<file path="src/rtl/jt51_acc_mix_pkg.sv">
// Shared widths, saturation limits and the accumulator clamp helper for the jt51 output mixer.
// Pure declarations: no state, no latency, no flow control.
package jt51_acc_mix_pkg;
  localparam int OP_W     = 14;
  localparam int ACC_W    = 16;
  localparam int MAN_W    = 10;
  localparam int EXP_W    = 3;
  localparam int NOISE_W  = 11;
  localparam int CH_NUM   = 8;

  localparam logic [ACC_W-1:0] SAT_POS = 16'h7FFF;
  localparam logic [ACC_W-1:0] SAT_NEG = 16'h8000;

  // Clamp a 17-bit two's complement sum back into 16 bits.
  function automatic logic [ACC_W-1:0] sat_acc(input logic [ACC_W:0] v);
    if (v[ACC_W] != v[ACC_W-1]) return v[ACC_W] ? SAT_NEG : SAT_POS;
    return v[ACC_W-1:0];
  endfunction
endpackage

</file>
<file path="src/rtl/jt51_acc_mix_if.sv">
// Slot-rate bus between the operator pipeline and the mixer: phase strobes, operator data, mixed samples.
// One slot per clock, no handshake; the consumer samples every cycle.
interface jt51_acc_mix_if;
  import jt51_acc_mix_pkg::*;

  logic                      m1_enters;
  logic                      m2_enters;
  logic                      c1_enters;
  logic                      c2_enters;
  logic                      op31_acc;
  logic [1:0]                rl_I;
  logic [2:0]                con_I;
  logic signed [OP_W-1:0]    op_out;
  logic                      ne;
  logic signed [NOISE_W-1:0] noise;
  logic signed [ACC_W-1:0]   xleft;
  logic signed [ACC_W-1:0]   xright;
  logic signed [ACC_W-1:0]   left;
  logic signed [ACC_W-1:0]   right;

  modport master (
    output m1_enters, m2_enters, c1_enters, c2_enters, op31_acc,
    output rl_I, con_I, op_out, ne, noise,
    input  xleft, xright, left, right
  );

  modport slave (
    input  m1_enters, m2_enters, c1_enters, c2_enters, op31_acc,
    input  rl_I, con_I, op_out, ne, noise,
    output xleft, xright, left, right
  );
endinterface

</file>
<file path="src/rtl/jt51_exp2lin.sv">
// DAC-style expander: signed mantissa shifted left by exp-1; exponent 0 is silence.
// Combinational, no flow control.
module jt51_exp2lin
  import jt51_acc_mix_pkg::*;
(
  input  logic signed [MAN_W-1:0] i_man,
  input  logic        [EXP_W-1:0] i_exp,
  output logic signed [ACC_W-1:0] o_lin
);
  logic signed [ACC_W-1:0] w_ext;

  assign w_ext = {{(ACC_W-MAN_W){i_man[MAN_W-1]}}, i_man};
  assign o_lin = (i_exp == '0) ? '0 : (w_ext <<< (i_exp - 3'd1));
endmodule

</file>
<file path="src/rtl/jt51_lin2exp.sv">
// DAC-style compressor: 16-bit linear sample to 10-bit mantissa plus 3-bit exponent.
// Combinational, no flow control.
module jt51_lin2exp
  import jt51_acc_mix_pkg::*;
(
  input  logic signed [ACC_W-1:0] i_lin,
  output logic        [MAN_W-1:0] o_man,
  output logic        [EXP_W-1:0] o_exp
);
  logic [5:0] w_mag;

  // A 1 here marks the first bit below the sign that differs from it.
  assign w_mag = i_lin[14:9] ^ {6{i_lin[15]}};

  always_comb begin
    casez (w_mag)
      6'b1?????: begin o_exp = 3'd7; o_man = i_lin[15:6]; end
      6'b01????: begin o_exp = 3'd6; o_man = i_lin[14:5]; end
      6'b001???: begin o_exp = 3'd5; o_man = i_lin[13:4]; end
      6'b0001??: begin o_exp = 3'd4; o_man = i_lin[12:3]; end
      6'b00001?: begin o_exp = 3'd3; o_man = i_lin[11:2]; end
      6'b000001: begin o_exp = 3'd2; o_man = i_lin[10:1]; end
      default:   begin o_exp = 3'd1; o_man = i_lin[9:0];  end
    endcase
  end
endmodule

</file>
<file path="src/rtl/jt51_sh.sv">
// Fixed-length shift register holding one word per channel; word re-emerges STAGES clocks later.
// Shifts every clock, no stall.
module jt51_sh #(
  parameter int WIDTH  = 16,
  parameter int STAGES = 8
) (
  input  logic             clk,
  input  logic             rst,
  input  logic [WIDTH-1:0] i_din,
  output logic [WIDTH-1:0] o_drop
);
  logic [WIDTH-1:0] r_bits [STAGES];

  always_ff @(posedge clk) begin
    if (rst) begin
      for (int i = 0; i < STAGES; i++) r_bits[i] <= '0;
    end else begin
      r_bits[0] <= i_din;
      for (int i = 1; i < STAGES; i++) r_bits[i] <= r_bits[i-1];
    end
  end

  assign o_drop = r_bits[STAGES-1];
endmodule

</file>
<file path="src/rtl/jt51_acc_mix.sv">
// Per-slot channel accumulator and stereo mixer; xleft/xright register once per sample on C1.
// Latency: channel sum visible 8 slots after push; left/right are combinational DAC views; no backpressure.
module jt51_acc_mix
  import jt51_acc_mix_pkg::*;
(
  input  logic          clk,
  input  logic          rst,
  jt51_acc_mix_if.slave bus
);
  logic signed [OP_W-1:0]  w_op_val;
  logic                    w_sum_en;
  logic signed [ACC_W-1:0] w_op_ext;
  logic signed [ACC_W-1:0] w_total;
  logic signed [ACC_W-1:0] w_opsum;
  logic        [ACC_W:0]   w_sum17;
  logic signed [ACC_W-1:0] w_len_term;
  logic signed [ACC_W-1:0] w_ren_term;

  logic                    r_sum_all;
  logic signed [ACC_W-1:0] r_pre_left;
  logic signed [ACC_W-1:0] r_pre_right;
  logic signed [ACC_W-1:0] r_xleft;
  logic signed [ACC_W-1:0] r_xright;

  logic [MAN_W-1:0] w_man_l, w_man_r;
  logic [EXP_W-1:0] w_exp_l, w_exp_r;

  // Operator 31 carries the noise generator when noise is enabled.
  assign w_op_val = (bus.ne && bus.op31_acc) ?
                    {{2{bus.noise[NOISE_W-1]}}, bus.noise, 1'b0} : bus.op_out;

  always_comb begin
    w_sum_en = 1'b1;
    case (bus.con_I)
      3'd0, 3'd1, 3'd2, 3'd3: w_sum_en = bus.m2_enters;
      3'd4:                   w_sum_en = bus.m1_enters | bus.m2_enters;
      3'd5, 3'd6:             w_sum_en = ~bus.c1_enters;
      default:                w_sum_en = 1'b1;
    endcase
  end

  assign w_op_ext = {{(ACC_W-OP_W){w_op_val[OP_W-1]}}, w_op_val};
  assign w_sum17  = {w_total[ACC_W-1], w_total} + {w_op_ext[ACC_W-1], w_op_ext};

  // C2 opens a fresh channel sum; later phases add into it.
  always_comb begin
    w_opsum = w_total;
    if (bus.c2_enters)  w_opsum = w_sum_en ? w_op_ext : '0;
    else if (w_sum_en)  w_opsum = sat_acc(w_sum17);
  end

  jt51_sh #(.WIDTH(ACC_W), .STAGES(CH_NUM)) u_sh (
    .clk    (clk),
    .rst    (rst),
    .i_din  (w_opsum),
    .o_drop (w_total)
  );

  assign w_len_term = bus.rl_I[0] ? w_total : '0;
  assign w_ren_term = bus.rl_I[1] ? w_total : '0;

  always_ff @(posedge clk) begin
    if (rst) begin
      r_sum_all   <= 1'b0;
      r_pre_left  <= '0;
      r_pre_right <= '0;
      r_xleft     <= '0;
      r_xright    <= '0;
    end else begin
      if (bus.c2_enters) begin
        r_pre_left  <= r_sum_all ? (r_pre_left  + w_len_term) : w_len_term;
        r_pre_right <= r_sum_all ? (r_pre_right + w_ren_term) : w_ren_term;
        r_sum_all   <= 1'b1;
      end
      // C1 closes the sample; it wins over C2 for sum_all when both fire.
      if (bus.c1_enters) begin
        r_xleft   <= r_pre_left;
        r_xright  <= r_pre_right;
        r_sum_all <= 1'b0;
      end
    end
  end

  assign bus.xleft  = r_xleft;
  assign bus.xright = r_xright;

  jt51_lin2exp u_l2e_l (.i_lin(r_xleft),  .o_man(w_man_l), .o_exp(w_exp_l));
  jt51_exp2lin u_e2l_l (.i_man(w_man_l), .i_exp(w_exp_l), .o_lin(bus.left));
  jt51_lin2exp u_l2e_r (.i_lin(r_xright), .o_man(w_man_r), .o_exp(w_exp_r));
  jt51_exp2lin u_e2l_r (.i_man(w_man_r), .i_exp(w_exp_r), .o_lin(bus.right));
endmodule

</file>
<file path="src/flat_wrapper.sv">
// flat-port wrapper written by rule: the top's interface ports become plain ports
module jt51_acc_mix_flat import jt51_acc_mix_pkg::*;
  (clk, rst, bus_m1_enters, bus_m2_enters, bus_c1_enters, bus_c2_enters, bus_op31_acc, bus_rl_I, bus_con_I, bus_op_out, bus_ne, bus_noise, bus_xleft, bus_xright, bus_left, bus_right);
  jt51_acc_mix_if bus_i ();
  input  logic clk;
  input  logic rst;
  input wire logic [$bits(bus_i.m1_enters)-1:0] bus_m1_enters;
  input wire logic [$bits(bus_i.m2_enters)-1:0] bus_m2_enters;
  input wire logic [$bits(bus_i.c1_enters)-1:0] bus_c1_enters;
  input wire logic [$bits(bus_i.c2_enters)-1:0] bus_c2_enters;
  input wire logic [$bits(bus_i.op31_acc)-1:0] bus_op31_acc;
  input wire logic [$bits(bus_i.rl_I)-1:0] bus_rl_I;
  input wire logic [$bits(bus_i.con_I)-1:0] bus_con_I;
  input wire logic [$bits(bus_i.op_out)-1:0] bus_op_out;
  input wire logic [$bits(bus_i.ne)-1:0] bus_ne;
  input wire logic [$bits(bus_i.noise)-1:0] bus_noise;
  output wire logic [$bits(bus_i.xleft)-1:0] bus_xleft;
  output wire logic [$bits(bus_i.xright)-1:0] bus_xright;
  output wire logic [$bits(bus_i.left)-1:0] bus_left;
  output wire logic [$bits(bus_i.right)-1:0] bus_right;
  assign bus_i.m1_enters = bus_m1_enters;
  assign bus_i.m2_enters = bus_m2_enters;
  assign bus_i.c1_enters = bus_c1_enters;
  assign bus_i.c2_enters = bus_c2_enters;
  assign bus_i.op31_acc = bus_op31_acc;
  assign bus_i.rl_I = bus_rl_I;
  assign bus_i.con_I = bus_con_I;
  assign bus_i.op_out = bus_op_out;
  assign bus_i.ne = bus_ne;
  assign bus_i.noise = bus_noise;
  assign bus_xleft = bus_i.xleft;
  assign bus_xright = bus_i.xright;
  assign bus_left = bus_i.left;
  assign bus_right = bus_i.right;
  jt51_acc_mix u_core (.clk(clk), .rst(rst), .bus(bus_i));
endmodule
</file>
<file path="config.mk">
export PLATFORM = sky130hd
export DESIGN_NAME = jt51_acc_mix_flat
export DESIGN_NICKNAME = d
export VERILOG_FILES = /design/src/rtl/jt51_acc_mix_pkg.sv /design/src/rtl/jt51_acc_mix_if.sv /design/src/rtl/jt51_exp2lin.sv /design/src/rtl/jt51_lin2exp.sv /design/src/rtl/jt51_sh.sv /design/src/rtl/jt51_acc_mix.sv /design/src/flat_wrapper.sv
export SDC_FILE = /design/constraint.sdc
export NUM_CORES = 1
export LEC_CHECK = 0
export ABC_AREA = 0
export BUFFER_PORTS_ARGS = -buffer_cell sky130_fd_sc_hd__buf_2
export CORE_ASPECT_RATIO = 1.75
export CORE_MARGIN = 2
export CORE_UTILIZATION = 55
export CTS_CLUSTER_DIAMETER = 40
export DETAILED_ROUTE_END_ITERATION = 16
export PLACE_DENSITY_LB_ADDON = 0.15
export SKIP_LAST_GASP = 1
export SLEW_MARGIN = 20
export SYNTH_ARGS = -nofsm -noshare
export SYNTH_HDL_FRONTEND = slang
export SYNTH_SLANG_ARGS = --single-unit
</file>
<file path="constraint.sdc">
create_clock -name clk -period 5 [get_ports clk]
set_clock_uncertainty 0.15 [all_clocks]
set_input_delay 0.75 -clock clk [delete_from_list [all_inputs] [get_ports clk]]
set_output_delay 0.75 -clock clk [all_outputs]
set_load 0.02 [all_outputs]
</file>
==> tab_implementation.tex <==
\begin{tabular}{lr}
\hline
Metric & Value \\
\hline
\multicolumn{2}{l}{\textbf{Run status}} \\
\quad Result of the run & finished clean \\
\multicolumn{2}{l}{\textbf{Drt}} \\
\quad Antenna-violating nets left & 0 \\
\quad Via total after detailed routing & around 9600 \\
\quad Overall routed net length & approximately 27000 um \\
\quad TritonRoute pass-1 iters & 7 \\
\quad Average vias per placed instance & 5.94 \\
\quad Number of design rule violations left after detail routing & 0 \\
\quad Avg WL per Cell & 16.8 um \\
\quad Initial DRC Count & 538 \\
\multicolumn{2}{l}{\textbf{Timing}} \\
\quad Final Cycle Share & between 90 and 100\% \\
\quad Worst Max-Slew Pin Slew & 896 ps \\
\quad Setup Total Neg Slack & 0 ps \\
\quad Final min period & about 4700 ps \\
\quad Hold Violations, Final & 0 \\
\quad Count of endpoints failing setup in the final report & 0 \\
\quad Max-slew violation total from the final report & 0 \\
\quad Slew margin rel. & 40.2\% \\
\quad Peak clock frequency supported by timing & approximately 0.21 GHz \\
\quad RSZ-0062 raised after global routing & false \\
\multicolumn{2}{l}{\textbf{CTS}} \\
\quad Maximum buffer depth of the clock tree & 2 \\
\quad Post-CTS Setup Repair Bufs & 0 \\
\quad TritonCTS buffer count & 17 \\
\quad Root Buffer Master & sky130\_fd\_sc\_hd\_\_clkbuf\_16 \\
\quad TritonCTS clock tree & done \\
\quad Clock insertion delay at the later pin of the skew report & 440 ps \\
\quad Sink Count & 193 \\
\quad Maximum level of the CTS H-tree & 4 \\
\quad Clock transition at the registers of the reported paths & 80 ps \\
\multicolumn{2}{l}{\textbf{Critical path}} \\
\quad Critical Path Source & u\_core.bus.xleft[11] \\
\quad R2R Setup Slk & 1590 ps \\
\quad CP startpoint kind & flip-flop \\
\quad Termination of the worst setup path & bus\_left[11] \\
\quad CP cell instances & or4\_4, a221oi\_4, nand2b\_2, o21ai\_4, inv\_1, ha\_2, ha\_1, inv\_1, mux2\_2, nor2\_1, buf\_2 \\
\quad Critical path type & reg2out \\
\quad Required time worst endpoint & between 4000 and 5000 ps \\
\quad Library cell contributing the largest single delay on the critical path & sky130\_fd\_sc\_hd\_\_or4\_4 \\
\quad Capturing point of the worst reg2reg path & u\_core.u\_sh.r\_bits[0][4] \\
\quad Reg-to-reg startpoint & u\_core.u\_sh.r\_bits[1][48] \\
\quad Top Family by Delay on Critical Path & simple AND/OR/NAND/NOR gates \\
\quad Crit-path max cell delay & between 600 and 700 ps \\
\quad Worst setup EP type & output port \\
\quad Data arrival time of the worst path & between 3000 and 4000 ps \\
\quad Worst r2r path cells & 11 \\
\quad Number of gates on the worst path with buffers counted & 11 \\
\quad Cell mode on critical path & sky130\_fd\_sc\_hd\_\_inv\_1 \\
\quad Worst-path maximum fanout & 15 \\
\quad Critical path buffer and inverter count & 3 \\
\multicolumn{2}{l}{\textbf{Final layout}} \\
\quad Layout overhead on the synthesized area & 11.7\% \\
\quad Most used cells in the layout excluding fill and tap cells & sky130\_fd\_sc\_hd\_\_dfxtp\_1 (191), sky130\_fd\_sc\_hd\_\_nor2\_1 (129), sky130\_fd\_sc\_hd\_\_nor2b\_1 (128), sky130\_fd\_sc\_hd\_\_buf\_2 (100), sky130\_fd\_sc\_hd\_\_a21oi\_1 (78) \\
\quad Share of cells above drive strength 1 & approximately 15\% \\
\quad Design area & 12400 um\^{}2 \\
\quad Antenna diodes & 0 \\
\quad Number of nets in the layout & 1449 \\
\quad Most common cell after layout, fill and taps aside & sky130\_fd\_sc\_hd\_\_dfxtp\_1 \\
\quad Share of the core filled with cells & 62.8\% \\
\quad Final instance count without filler cells & about 1600 \\
\multicolumn{2}{l}{\textbf{Pwr}} \\
\quad Total power divided by cell area & around 290 nW/um\^{}2 \\
\quad LEAKAGE & 5.44 nW \\
\quad Power share of the clock group & 39.5\% \\
\quad Cell Int Power & roughly 2.5 mW \\
\quad Reg power frac & 44.3\% \\
\quad Power dissipated by switching net loads & 1.13 mW \\
\quad Logic gate share of total power & 16.1\% \\
\quad Peak supply drop & 0.253 mV \\
\quad Switching Share & 31.0\% \\
\multicolumn{2}{l}{\textbf{Global route}} \\
\quad Antenna violations before repair & 1 \\
\quad Overflow after GRT & 0 \\
\quad Largest net degree at the start of global routing & between 90 and 100 \\
\quad GRT Util Overall & between 20\% and 30\% \\
\quad Vias in the first global route & roughly 9400 \\
\quad Wire length of the first global-routing pass & 44800 um \\
\multicolumn{2}{l}{\textbf{Floorplan}} \\
\quad Starting Density & between 50\% and 60\% \\
\quad Floorplan die width & about 110 um \\
\quad Overall die height & 192 um \\
\quad I/O pin cnt & 102 \\
\quad Floorplan die area & 21400 um\^{}2 \\
\quad Row cnt & 68 \\
\quad Floorplan Core Area & 19700 um\^{}2 \\
\multicolumn{2}{l}{\textbf{Placed design}} \\
\quad Sum of net half-perimeters after detailed placement & 19700 um \\
\quad Count of port buffers added during placement & 101 \\
\quad Placed Cells incl. Taps & 1582 \\
\quad Instance area after placement & between 10000 and 15000 um\^{}2 \\
\quad RD Place Congestion & 0.902 \\
\multicolumn{2}{l}{\textbf{Logic synthesis}} \\
\quad Number of flops mapped to enable cells by yosys & 0 \\
\quad Async set or reset register ratio after synthesis & 0\% \\
\quad Net count after synthesis & 1394 \\
\quad Cell count after synthesis & 1301 \\
\quad Post-synthesis area per instance & between 8 and 9 um\^{}2 \\
\quad Portion of the post-synthesis area used by sequential elements & 34.8\% \\
\quad Post-Synthesis Cell Area & 11100 um\^{}2 \\
\quad Yosys Warn Count & 0 \\
\quad Distinct cells, synth & 84 \\
\quad Total of flip-flops plus latches after synthesis & $\sim$190 \\
\quad Flip-flop cell with the highest count after synthesis & sky130\_fd\_sc\_hd\_\_dfxtp\_1 \\
\multicolumn{2}{l}{\textbf{Run}} \\
\quad Number of max-cap violations & 0 \\
\multicolumn{2}{l}{\textbf{Worst hold path}} \\
\quad Worst hold-check path type & reg2reg \\
\hline
\end{tabular}
## metal layers
metal,GRT usage [%],up-vias,routed length [um]
li1,-,4762,-
met3,3.38,70,911
met1,26.7,4494,10800
met4,14.0,2,1290
met2,48.6,254,14200
met5,0,-,7
## layout make-up
cell class	instances	area [um^2]
well taps	245	307
clock buffers	17	425
clock inverters	15	225
flip-flops and latches	193	3870
repair buffers	122	669
multi-input cells	992	6780
inverters	30	113
fillers	1736	7350
## state kept, by name, indices dropped and copies added, names as in the netlist
name / flops
u_core.bus.xright: 16
u_core.u_sh.r_bits: 128
u_core.r_sum_all: 1
u_core.bus.xleft: 16
u_core.r_pre_right: 16
u_core.r_pre_left: 16
## kinds of logic after synthesis
family                   after synthesis  synth area share (%)
adder cells (fa/ha/maj)               57                  6.59
XOR/XNOR                              35                  2.76
multiplexers                          74                  6.97
flip-flops                           193                  34.8
buffers and inverters                116                  4.17
AND/OR/NAND/NOR                      486                  23.3
AO/OA/AOI/OAI                        340                  21.4
## cells in the mapped netlist, drive strengths merged (4+ instances only)
master   count  area, um^2
o22ai       11        68.8
nand2b      10        65.1
a31oi       11        68.8
o211ai       7        52.6
xor2        12         105
a21o        24         180
nand2       72         270
mux2i       57         571
ha          52         651
and3        15        93.8
nor3        22         120
dfxtp      193        3860
or3          6        37.5
o31a         4        35.0
a221o       13         130
a221oi      14         158
mux2        16         180
xnor2       23         201
inv         29         109
buf         21         106
o21a        16         120
o21ai       57         300
nand3       23         115
nor2       129         484
o2bb2ai      7        61.3
a211o        4        35.0
a22oi       13        97.6
nand3b       5        37.5
and3b        4        35.0
and2        39         244
nand4        4        25.0
or2          6        40.0
a21boi       5        37.5
a31o         4        35.0
a2111oi      4        35.0
a211oi      40         310
clkbuf      65         244
nor3b        5        42.5
a21oi       78         390
nor2b      129         815
o221ai       8        87.6
## repair_timing
item,in CTS,in global routing
hold buffers,0,0
setup endpoints to repair,0,21
hold endpoints to repair,0,0
gates resized for setup,0,6
## per-stage QoR
stage                     setup WS (ps)  hold WS (ps)  power (mW)
after floorplan                     309           264        2.09
after global placement              489           265        2.23
after detailed placement            379           270        2.24
after CTS                          97.1           288        3.68
after global routing               1.57           294        3.80
final                               267           284        3.65
## worst min path at each step
stage                                      to  depth (start not counted)  slack, ps                 startpoint
floorplan           u_core.u_sh.r_bits[0][16]                          1        260   u_core.u_sh.r_bits[0][0]
global placement    u_core.u_sh.r_bits[1][35]                          1        260  u_core.u_sh.r_bits[1][19]
detailed placement   u_core.u_sh.r_bits[1][1]                          1        270  u_core.u_sh.r_bits[0][49]
CTS                 u_core.u_sh.r_bits[1][57]                          1        290  u_core.u_sh.r_bits[1][41]
global route        u_core.u_sh.r_bits[1][60]                          1        290  u_core.u_sh.r_bits[1][44]
finish              u_core.u_sh.r_bits[1][60]                          1        280  u_core.u_sh.r_bits[1][44]
## power by group through the flow
stage               combinational [mW]  sequential, mW  clock (mW)
global placement                 0.577            1.65           0
global route                     0.650            1.62        1.52
finish                           0.589            1.62        1.44
detailed placement               0.584            1.65           0
floorplan                        0.445            1.64           0
CTS                              0.587            1.62        1.47
Power figures use the tool's default switching activity.
